===== src/rtl/alu_sequencer_if.sv =====
`default_nettype none
// ============================================================================
// Module   : alu_sequencer_if
// Brief    : Command/result handshake bundle for the ALU sequencer.
// Revision : 1.0 - initial release
// ============================================================================
interface alu_sequencer_if;
    logic        cmd_valid;
    logic        cmd_ready;
    logic [2:0]  cmd_op;
    logic [7:0]  op_a;
    logic [7:0]  op_b;
    logic        res_valid;
    logic        res_ready;
    logic [15:0] result;
    logic        flag_c;
    logic        flag_z;
    logic        flag_err;

    modport master (
        output cmd_valid, cmd_op, op_a, op_b, res_ready,
        input  cmd_ready, res_valid, result, flag_c, flag_z, flag_err
    );

    modport slave (
        input  cmd_valid, cmd_op, op_a, op_b, res_ready,
        output cmd_ready, res_valid, result, flag_c, flag_z, flag_err
    );
endinterface
`default_nettype wire


===== src/rtl/alu_sequencer.sv =====
`default_nettype none
// ============================================================================
// Module   : alu_sequencer
// Brief    : 8-bit ALU behind a valid/ready handshake, with optional 8-cycle
//            shift-add multiplier.
// Revision : 1.0 - initial release
// ============================================================================
module alu_sequencer #(
    parameter int MUL_ENABLE = 1
) (
    input  wire logic      clk,
    input  wire logic      rst_n,
    input  wire logic      ena,
    alu_sequencer_if.slave bus
);
    typedef enum logic [1:0] {
        S_IDLE = 2'd0,
        S_EXEC = 2'd1,
        S_MUL  = 2'd2,
        S_DONE = 2'd3
    } state_t;

    localparam logic [2:0] C_OP_ADD = 3'b000;
    localparam logic [2:0] C_OP_SUB = 3'b001;
    localparam logic [2:0] C_OP_AND = 3'b010;
    localparam logic [2:0] C_OP_OR  = 3'b011;
    localparam logic [2:0] C_OP_XOR = 3'b100;
    localparam logic [2:0] C_OP_SHL = 3'b101;
    localparam logic [2:0] C_OP_SHR = 3'b110;
    localparam logic [2:0] C_OP_MUL = 3'b111;

    state_t      state_q, state_d;
    logic [15:0] mcand_q, mcand_d;
    logic [7:0]  mplier_q, mplier_d;
    logic [2:0]  op_q, op_d;
    logic [15:0] acc_q, acc_d;
    logic [2:0]  cnt_q, cnt_d;
    logic [15:0] result_q, result_d;
    logic        fc_q, fc_d;
    logic        fz_q, fz_d;
    logic        ferr_q, ferr_d;

    logic        w_accept;
    logic [7:0]  w_a;
    logic [2:0]  w_sh;
    logic [8:0]  w_sum;
    logic [8:0]  w_diff;
    logic [8:0]  w_shl;
    logic [8:0]  w_shr;
    logic [15:0] w_mul_sum;
    logic [15:0] w_alu_res;
    logic        w_alu_c;
    logic        w_alu_err;

    assign bus.cmd_ready = (state_q == S_IDLE) && ena;
    assign w_accept      = bus.cmd_valid && bus.cmd_ready;

    // Operand a lives in the low byte of the multiplicand, b in the multiplier.
    assign w_a       = mcand_q[7:0];
    assign w_sh      = mplier_q[2:0];
    assign w_sum     = {1'b0, w_a} + {1'b0, mplier_q};
    assign w_diff    = {1'b0, w_a} - {1'b0, mplier_q};
    // Bit 8 of w_shl and bit 0 of w_shr catch the last bit shifted out.
    assign w_shl     = {1'b0, w_a} << w_sh;
    assign w_shr     = {w_a, 1'b0} >> w_sh;
    assign w_mul_sum = acc_q + (mplier_q[0] ? mcand_q : 16'h0000);

    always_comb begin
        w_alu_res = 16'h0000;
        w_alu_c   = 1'b0;
        w_alu_err = 1'b0;
        case (op_q)
            C_OP_ADD: begin w_alu_res = {8'h00, w_sum[7:0]};  w_alu_c = w_sum[8];  end
            C_OP_SUB: begin w_alu_res = {8'h00, w_diff[7:0]}; w_alu_c = w_diff[8]; end
            C_OP_AND: w_alu_res = {8'h00, w_a & mplier_q};
            C_OP_OR:  w_alu_res = {8'h00, w_a | mplier_q};
            C_OP_XOR: w_alu_res = {8'h00, w_a ^ mplier_q};
            C_OP_SHL: begin w_alu_res = {8'h00, w_shl[7:0]};  w_alu_c = w_shl[8]; end
            C_OP_SHR: begin w_alu_res = {8'h00, w_shr[8:1]};  w_alu_c = w_shr[0]; end
            default:  w_alu_err = 1'b1;
        endcase
    end

    always_comb begin
        state_d  = state_q;
        mcand_d  = mcand_q;
        mplier_d = mplier_q;
        op_d     = op_q;
        acc_d    = acc_q;
        cnt_d    = cnt_q;
        result_d = result_q;
        fc_d     = fc_q;
        fz_d     = fz_q;
        ferr_d   = ferr_q;
        case (state_q)
            S_IDLE: begin
                if (w_accept) begin
                    mcand_d  = {8'h00, bus.op_a};
                    mplier_d = bus.op_b;
                    op_d     = bus.cmd_op;
                    acc_d    = 16'h0000;
                    cnt_d    = 3'd0;
                    state_d  = ((bus.cmd_op == C_OP_MUL) && (MUL_ENABLE != 0)) ? S_MUL : S_EXEC;
                end
            end
            S_EXEC: begin
                result_d = w_alu_res;
                fc_d     = w_alu_c;
                fz_d     = (w_alu_res == 16'h0000);
                ferr_d   = w_alu_err;
                state_d  = S_DONE;
            end
            S_MUL: begin
                acc_d    = w_mul_sum;
                mcand_d  = {mcand_q[14:0], 1'b0};
                mplier_d = {1'b0, mplier_q[7:1]};
                cnt_d    = cnt_q + 3'd1;
                if (cnt_q == 3'd7) begin
                    result_d = w_mul_sum;
                    fc_d     = 1'b0;
                    fz_d     = (w_mul_sum == 16'h0000);
                    ferr_d   = 1'b0;
                    state_d  = S_DONE;
                end
            end
            S_DONE: begin
                if (bus.res_ready) begin
                    state_d = S_IDLE;
                end
            end
            default: state_d = S_IDLE;
        endcase
    end

    always_ff @(posedge clk or negedge rst_n) begin
        if (!rst_n) begin
            state_q  <= S_IDLE;
            mcand_q  <= 16'h0000;
            mplier_q <= 8'h00;
            op_q     <= 3'b000;
            acc_q    <= 16'h0000;
            cnt_q    <= 3'd0;
            result_q <= 16'h0000;
            fc_q     <= 1'b0;
            fz_q     <= 1'b1;
            ferr_q   <= 1'b0;
        end else begin
            state_q  <= state_d;
            mcand_q  <= mcand_d;
            mplier_q <= mplier_d;
            op_q     <= op_d;
            acc_q    <= acc_d;
            cnt_q    <= cnt_d;
            result_q <= result_d;
            fc_q     <= fc_d;
            fz_q     <= fz_d;
            ferr_q   <= ferr_d;
        end
    end

    assign bus.res_valid = (state_q == S_DONE);
    assign bus.result    = result_q;
    assign bus.flag_c    = fc_q;
    assign bus.flag_z    = fz_q;
    assign bus.flag_err  = ferr_q;
endmodule
`default_nettype wire


===== src/flat_wrapper.sv =====
// flat-port wrapper written by rule: the top's interface ports become plain ports
module alu_sequencer_flat 
#(
    parameter int MUL_ENABLE = 1
)
  (clk, rst_n, ena, bus_cmd_valid, bus_cmd_op, bus_op_a, bus_op_b, bus_res_ready, bus_cmd_ready, bus_res_valid, bus_result, bus_flag_c, bus_flag_z, bus_flag_err);
  alu_sequencer_if bus_i ();
  input  wire logic clk;
  input  wire logic rst_n;
  input  wire logic ena;
  input wire logic [$bits(bus_i.cmd_valid)-1:0] bus_cmd_valid;
  input wire logic [$bits(bus_i.cmd_op)-1:0] bus_cmd_op;
  input wire logic [$bits(bus_i.op_a)-1:0] bus_op_a;
  input wire logic [$bits(bus_i.op_b)-1:0] bus_op_b;
  input wire logic [$bits(bus_i.res_ready)-1:0] bus_res_ready;
  output wire logic [$bits(bus_i.cmd_ready)-1:0] bus_cmd_ready;
  output wire logic [$bits(bus_i.res_valid)-1:0] bus_res_valid;
  output wire logic [$bits(bus_i.result)-1:0] bus_result;
  output wire logic [$bits(bus_i.flag_c)-1:0] bus_flag_c;
  output wire logic [$bits(bus_i.flag_z)-1:0] bus_flag_z;
  output wire logic [$bits(bus_i.flag_err)-1:0] bus_flag_err;
  assign bus_i.cmd_valid = bus_cmd_valid;
  assign bus_i.cmd_op = bus_cmd_op;
  assign bus_i.op_a = bus_op_a;
  assign bus_i.op_b = bus_op_b;
  assign bus_i.res_ready = bus_res_ready;
  assign bus_cmd_ready = bus_i.cmd_ready;
  assign bus_res_valid = bus_i.res_valid;
  assign bus_result = bus_i.result;
  assign bus_flag_c = bus_i.flag_c;
  assign bus_flag_z = bus_i.flag_z;
  assign bus_flag_err = bus_i.flag_err;
  alu_sequencer #(.MUL_ENABLE(MUL_ENABLE)) u_core (.clk(clk), .rst_n(rst_n), .ena(ena), .bus(bus_i));
endmodule

===== config.mk =====
export PLATFORM = sky130hd
export DESIGN_NAME = alu_sequencer_flat
export DESIGN_NICKNAME = d
export VERILOG_FILES = /design/src/rtl/alu_sequencer_if.sv /design/src/rtl/alu_sequencer.sv /design/src/flat_wrapper.sv
export SDC_FILE = /design/constraint.sdc
export NUM_CORES = 1
export LEC_CHECK = 0
export CAP_MARGIN = 5
export CORE_MARGIN = 8
export CORE_UTILIZATION = 45
export CTS_CLUSTER_DIAMETER = 30
export DETAILED_ROUTE_END_ITERATION = 8
export SYNTH_ARGS = -nofsm -noshare
export SYNTH_HDL_FRONTEND = slang
export SYNTH_SLANG_ARGS = --single-unit

===== constraint.sdc =====
create_clock -name clk -period 5.3 [get_ports clk]
set_clock_uncertainty 0.2 [all_clocks]
set_input_delay 0.53 -clock clk [delete_from_list [all_inputs] [get_ports clk]]
set_output_delay 0.53 -clock clk [all_outputs]
set_load 0.05 [all_outputs]

# ---- After elaboration in Yosys (flattened, before gate mapping)
# Index checks and enable logic that the tools add are counted.
dict set report word_totals {
  ff_bits 67
  output_inout_bits 21
  elab_cells 70
}
dict set report op_classes {
  addsub 4
  n_eq_ne 14
  shifts 2
  muxes 24
  bitwise_logic 3
  reduce_logical 13
}
# cell n
set ops {}
lappend ops {{case mux 16 bit (2 select lines)} 3}
lappend ops {{2-to-1 mux 16 bit} 4}
lappend ops {{case mux 8 bit (7 select lines)} 1}
lappend ops {{zero test 16 bit} 2}
lappend ops {{adder 16 bit} 1}
lappend ops {{case mux 8 bit (2 select lines)} 1}
lappend ops {{equality test 3 bit (second input constant)} 5}
lappend ops {{adder 8 x 8 -> 9 bit} 1}
lappend ops {{left shift 8 x 3 -> 9 bit} 1}
lappend ops {{>> shifter 9 x 3 -> 9 bit} 1}
lappend ops {{subtractor 8 x 8 -> 9 bit} 1}
lappend ops {{AND 8 bit} 1}
lappend ops {{2-to-1 mux 2 bit} 4}
lappend ops {{2-to-1 mux 8 bit} 1}
lappend ops {{OR 8 bit} 1}
lappend ops {{case mux 2 bit (4 select lines)} 1}
lappend ops {{XOR 8 bit} 1}
lappend ops {{OR reduction 7 bit} 1}
lappend ops {{equality test 3 x 2 -> 1 bit (second input constant)} 2}
lappend ops {{case mux 1 bit (2 select lines)} 3}
lappend ops {{case mux 3 bit (2 select lines)} 1}
lappend ops {{AND reduction 2 bit} 3}
lappend ops {{equality test 2 bit (second input constant)} 2}
lappend ops {{!= test 2 x 1 -> 1 bit (second input constant)} 2}
lappend ops {{other kinds (12)} 16}

# ---- Depth between registers and ports, before layout
dict set report depth {
  depth_word 5
  ltp_mapped 14
}

# ---- Worst setup path before layout
# No wires, ideal clock.
dict set report synth_timing {
  kind {flip-flop to flip-flop}
  start {reg u_core.mcand_q[0]}
  end {reg u_core.fz_q (netlist: u_core.bus.flag_z)}
  setup_ns 0.086
  t_arrival_ns 2.923
  slack_ns 2.091
  stages_incl_launch_ff 12
  path_cell_list {dfrtp_1 -> ha_1 -> ha_1 -> fa_1 -> a211o_1 -> a2111oi_4 -> o221ai_1 -> a21oi_1 -> xnor2_1 -> nor4b_2 -> nand4_1 -> o31ai_2}
}
dict set report synth_via {
  elab_chain_cells 5
  elab_cells_between_ends 14
  classes_between {add/sub: 3; shift: 2; mux: 4; bitwise: 3; reduce/logical: 2}
}
# item line
set synth_rtl {}
lappend synth_rtl {{start, declared} alu_sequencer.sv:33} ;# logic [15:0] mcand_q, mcand_d;
lappend synth_rtl {{start signal, assigned} alu_sequencer.sv:149} ;# mcand_q <= mcand_d;
lappend synth_rtl {{2-to-1 mux 16 bit} alu_sequencer.sv:66} ;# assign w_mul_sum = acc_q + (mplier_q[0] ? mcand_q : 16'h0000);
lappend synth_rtl {{adder 16 bit} alu_sequencer.sv:66}
lappend synth_rtl {{zero test 16 bit} alu_sequencer.sv:121} ;# fz_d = (w_mul_sum == 16'h0000);
lappend synth_rtl {{2-to-1 mux 1 bit} alu_sequencer.sv:118} ;# if (cnt_q == 3'd7) begin
lappend synth_rtl {{case mux 1 bit (2 select lines) (*)} alu_sequencer.sv:95} ;# case (state_q)
lappend synth_rtl {{end signal, assigned} alu_sequencer.sv:156} ;# fz_q <= fz_d;
lappend synth_rtl {{end, declared} alu_sequencer.sv:40} ;# logic fz_q, fz_d;
# Mark *: on every way between the ends. The rest lies on a longest branch, timed or not. The select of a mux whose other input is x is not followed.
# A chain may end at the register's enable or synchronous reset.

# ---- Final worst setup path
dict set report layout_timing {
  start {reg u_core.mplier_q[0]}
  end {reg u_core.fz_q (netlist: u_core.bus.flag_z)}
}
dict set report layout_via {
  elab_chain_cells 5
  elab_cells_between_ends 14
  classes_between {add/sub: 3; shift: 2; mux: 4; bitwise: 3; reduce/logical: 2}
}
# item line
set layout_rtl {}
lappend layout_rtl {{start, declared} alu_sequencer.sv:34} ;# logic [7:0] mplier_q, mplier_d;
lappend layout_rtl {{start signal, assigned} alu_sequencer.sv:150} ;# mplier_q <= mplier_d;
lappend layout_rtl {{2-to-1 mux 16 bit} alu_sequencer.sv:66}
lappend layout_rtl {{adder 16 bit} alu_sequencer.sv:66}
lappend layout_rtl {{zero test 16 bit} alu_sequencer.sv:121}
lappend layout_rtl {{2-to-1 mux 1 bit} alu_sequencer.sv:118}
lappend layout_rtl {{case mux 1 bit (2 select lines) (*)} alu_sequencer.sv:95}
# Marked as above.

==> impl_metrics.json <==
{
  "outcome": "complete, no violations",
  "max_freq_ghz": 0.275,
  "max-cap-violations": 0,
  "via_count": 4517,
  "drc": 0,
  "drtIter0Drc": 427,
  "synthCells": 576,
  "dp.cells": 730,
  "max-slew-margin-rel_pct": 22.6,
  "holdBufCountCts": 0,
  "dr.pass1.iters": 4,
  "port_buffers": 44,
  "worst_path_largest_cell_delay_ns": 0.53,
  "setup_viol": 0,
  "rsz0062_at_grt": "no",
  "areaGrowthSynthToFinish_pct": 14.7,
  "ys_seq_area_share_pct": 31.6,
  "die_x_um": 125,
  "cts_made_buffers": 9,
  "die_h_um": 125,
  "grt_overflow": 0,
  "grt_pass1_wl_mm": 23.7,
  "finalSetupTns_ns": 0,
  "cts_max_path_buffers": 2,
  "synth-edff-count": 0,
  "routed_wl_mm": 14.6,
  "placed_area_um2": 5810,
  "cp_common_cell": "ha_1",
  "fill_cells": 1023,
  "detail-route-antenna-nets": 0,
  "dieArea_um2": 15500,
  "ys.flop_type": "dfrtp_1",
  "ys_warn_count": 0,
  "path_cells": "ha_1 > ha_1 > fa_1 > a211o_1 > a2111oi_4 > o221ai_1 > a21oi_1 > xnor2_1 > nor4b_2 > nand4_1 > o31ai_2",
  "grt_max_degree": 68,
  "drv_slew": 0,
  "worst_pin_slew_ns": 1.15,
  "ir_worst_vdd_mv": 0.393,
  "layout.area.seq_um2": 1680,
  "fin_cells": 746,
  "initial_core_util_pct": 46.2,
  "worstSetupPathType": "flop to flop",
  "vias_per_cell": 6.05,
  "track_usage_pct": 18.8,
  "p_leak_nw": 2.74,
  "slowest_stage": "dfrtp_1",
  "ios": 45,
  "cp-end-kind": "flop",
  "postCtsResizedCells": 0,
  "netlist_area_um2": 5300,
  "clkSinkCount": 67,
  "min_path_type": "primary input to async pin",
  "drt-met1-wl_mm": 6.94,
  "antenna_found_initial": 0,
  "n_antenna_cell": 0,
  "core_region_area_um2": 11500,
  "cts.clk_slew.worst_paths_ns": 0.06,
  "finalNetCount": 672,
  "crit_required_ns": 5.36,
  "fin_crit_sh_pct": 68.5,
  "synth_largest_area_cell": "dfrtp_1",
  "cts_setup_buffers": 0,
  "maxUsedRoutingLayer": "met4",
  "dr_wl_met3_mm": 1.04,
  "avgRoutedWirePerCell_um": 19.5,
  "core.rowCount": 39,
  "cellPowerDensity_nw_per_um2": 663,
  "crit_path_start_kind": "flop",
  "arrival_ns": 3.69,
  "avgSynthCellArea_um2": 9.20,
  "crit_fanout": 11,
  "synth.area.top_cells": "dfrtp_1, ha_1, a22o_1, mux2i_1, nand2_1",
  "h-tree-depth": 3,
  "multi_input_comb_area_um2": 3340,
  "async_reset_ff_share_pct": 100,
  "routabilityCongestion": 0.908,
  "power.total_w": 0.00403,
  "place_hpwl_mm": 10.7,
  "hold_viol_final": 0,
  "wl_met2_mm": 6.14,
  "insertion_delay_ns": 0.35,
  "synth.distinct_cells": 73,
  "grt_pass1_vias": 4414,
  "synth-seq-cells": 67,
  "yosysTopAreaCellShare_pct": 31.2,
  "cts_tree": "built",
  "stdcell_area_um2": 6080,
  "finalCriticalPeriod_ns": 3.63,
  "syn-num-nets": 650,
  "cts_root_buf": "clkbuf_16",
  "drive_above_1_share_pct": 8.13
}
## registers in the layout, summed over array words and instances (netlist names)
register / cells
u_core.bus.result: 16
u_core.state_q: 2
u_core.cnt_q: 3
u_core.op_q: 3
u_core.bus.flag_c: 1
u_core.acc_q: 16
u_core.mcand_q: 16
u_core.bus.flag_z: 1
u_core.mplier_q: 8
u_core.bus.flag_err: 1
## through the flow
stage                     setup WS, ns  util (%)  hold WS, ns
after floorplan                   2.09         -       0.0344
after global placement            1.76      50.6        0.262
after detailed placement          1.70      50.6        0.270
after CTS                         1.68      53.0        0.224
after global routing              1.46      53.0        0.257
final                             1.67      53.0        0.162
## cell usage after synthesis, types with 9 or more instances
| cell type | count |
|---|---|
| and2_1 | 10 |
| nand3_1 | 9 |
| a21oi_1 | 32 |
| nor2_1 | 25 |
| ha_1 | 47 |
| o21ai_0 | 38 |
| xnor2_1 | 9 |
| nand2_1 | 55 |
| a21o_1 | 9 |
| clkbuf_1 | 26 |
| mux2i_1 | 25 |
| mux4_2 | 9 |
| dfrtp_1 | 66 |
| nor2b_1 | 9 |
| nor3_1 | 9 |
| inv_1 | 29 |
| a22o_1 | 30 |
| a22oi_1 | 12 |
## routing by layer
metal,up-vias,GRT usage [%]
met5,-,0
met4,0,8.86
met3,30,5.74
met2,155,26.4
met1,2173,25.5
li1,2159,-
## worst max-delay path, delay by kind of cell (launching register included)
family | cells | cell delay [ns]
DFF | 1 | 0.53
and+or+nand+nor | 2 | 0.36
AOI/OAI and AO/OA | 5 | 1.27
adders and majority gates | 3 | 1.05
xor gates and xnor gates | 1 | 0.14
## power breakdown
group / internal, W / switching [W]
combinational: 0.000963 / 0.00150
clock: 0.000330 / 0.000238
sequential: 0.000693 / 0.000301
## path summary, 6_finish.rpt
check / from / endpoint / slack (ns) / cells past startpoint
max reg2reg: u_core.mplier_q[0]$_DFFE_PN0P_ / u_core.bus.flag_z$_DFFE_PN1P_ / 1.67 / 11
max: u_core.mplier_q[0]$_DFFE_PN0P_ / u_core.bus.flag_z$_DFFE_PN1P_ / 1.67 / 11
min in group clk: u_core.bus.result[9]$_DFFE_PN0P_ / u_core.bus.result[9]$_DFFE_PN0P_ / 0.28 / 2
min reg2reg: u_core.bus.result[9]$_DFFE_PN0P_ / u_core.bus.result[9]$_DFFE_PN0P_ / 0.28 / 2
max in group asynchronous: rst_n / u_core.op_q[2]$_DFFE_PN0P_ / 4.14 / 2
min: rst_n / u_core.bus.flag_err$_DFFE_PN0P_ / 0.16 / 2
## area by class of cell
cell class                 count  area share (%)
tap                          143            2.94
inverter                      30            1.85
clock buffer                  12            4.06
multi-input combinational    438            55.0
sequential                    67            27.6
clock inverter                 4           0.432
timing repair buffer          52            8.15
## cells in the final DEF, fill, tap and decap left out, drive strengths merged, types with 4 or more instances in the layout
master and n:
a21oi 33, nand4 5, inv 31, nand2 55
dfrtp 66, o221ai 4, and2 11, a22o 31
o21ai 47, clkbuf 12, clkdlybuf4s50 43, a221oi 5
nor3 9, buf 9, o21a 5, mux2i 25
a21o 9, nor2b 9, a22oi 12, mux4 9
nand3 9, o21bai 7, xor2 8, xnor2 9
nor2 25, nand2b 4, ha 47, o211ai 5
## kinds of logic after synthesis
kind of cell / synth area share (%)
AOI/OAI and AO/OA: 25.3
and+or+nand+nor: 13.4
buffers and inverters: 5.43
DFF: 31.6
adders and majority gates: 12.2
muxes: 9.18
xor gates and xnor gates: 2.81
Power figures use the tool's default switching activity.
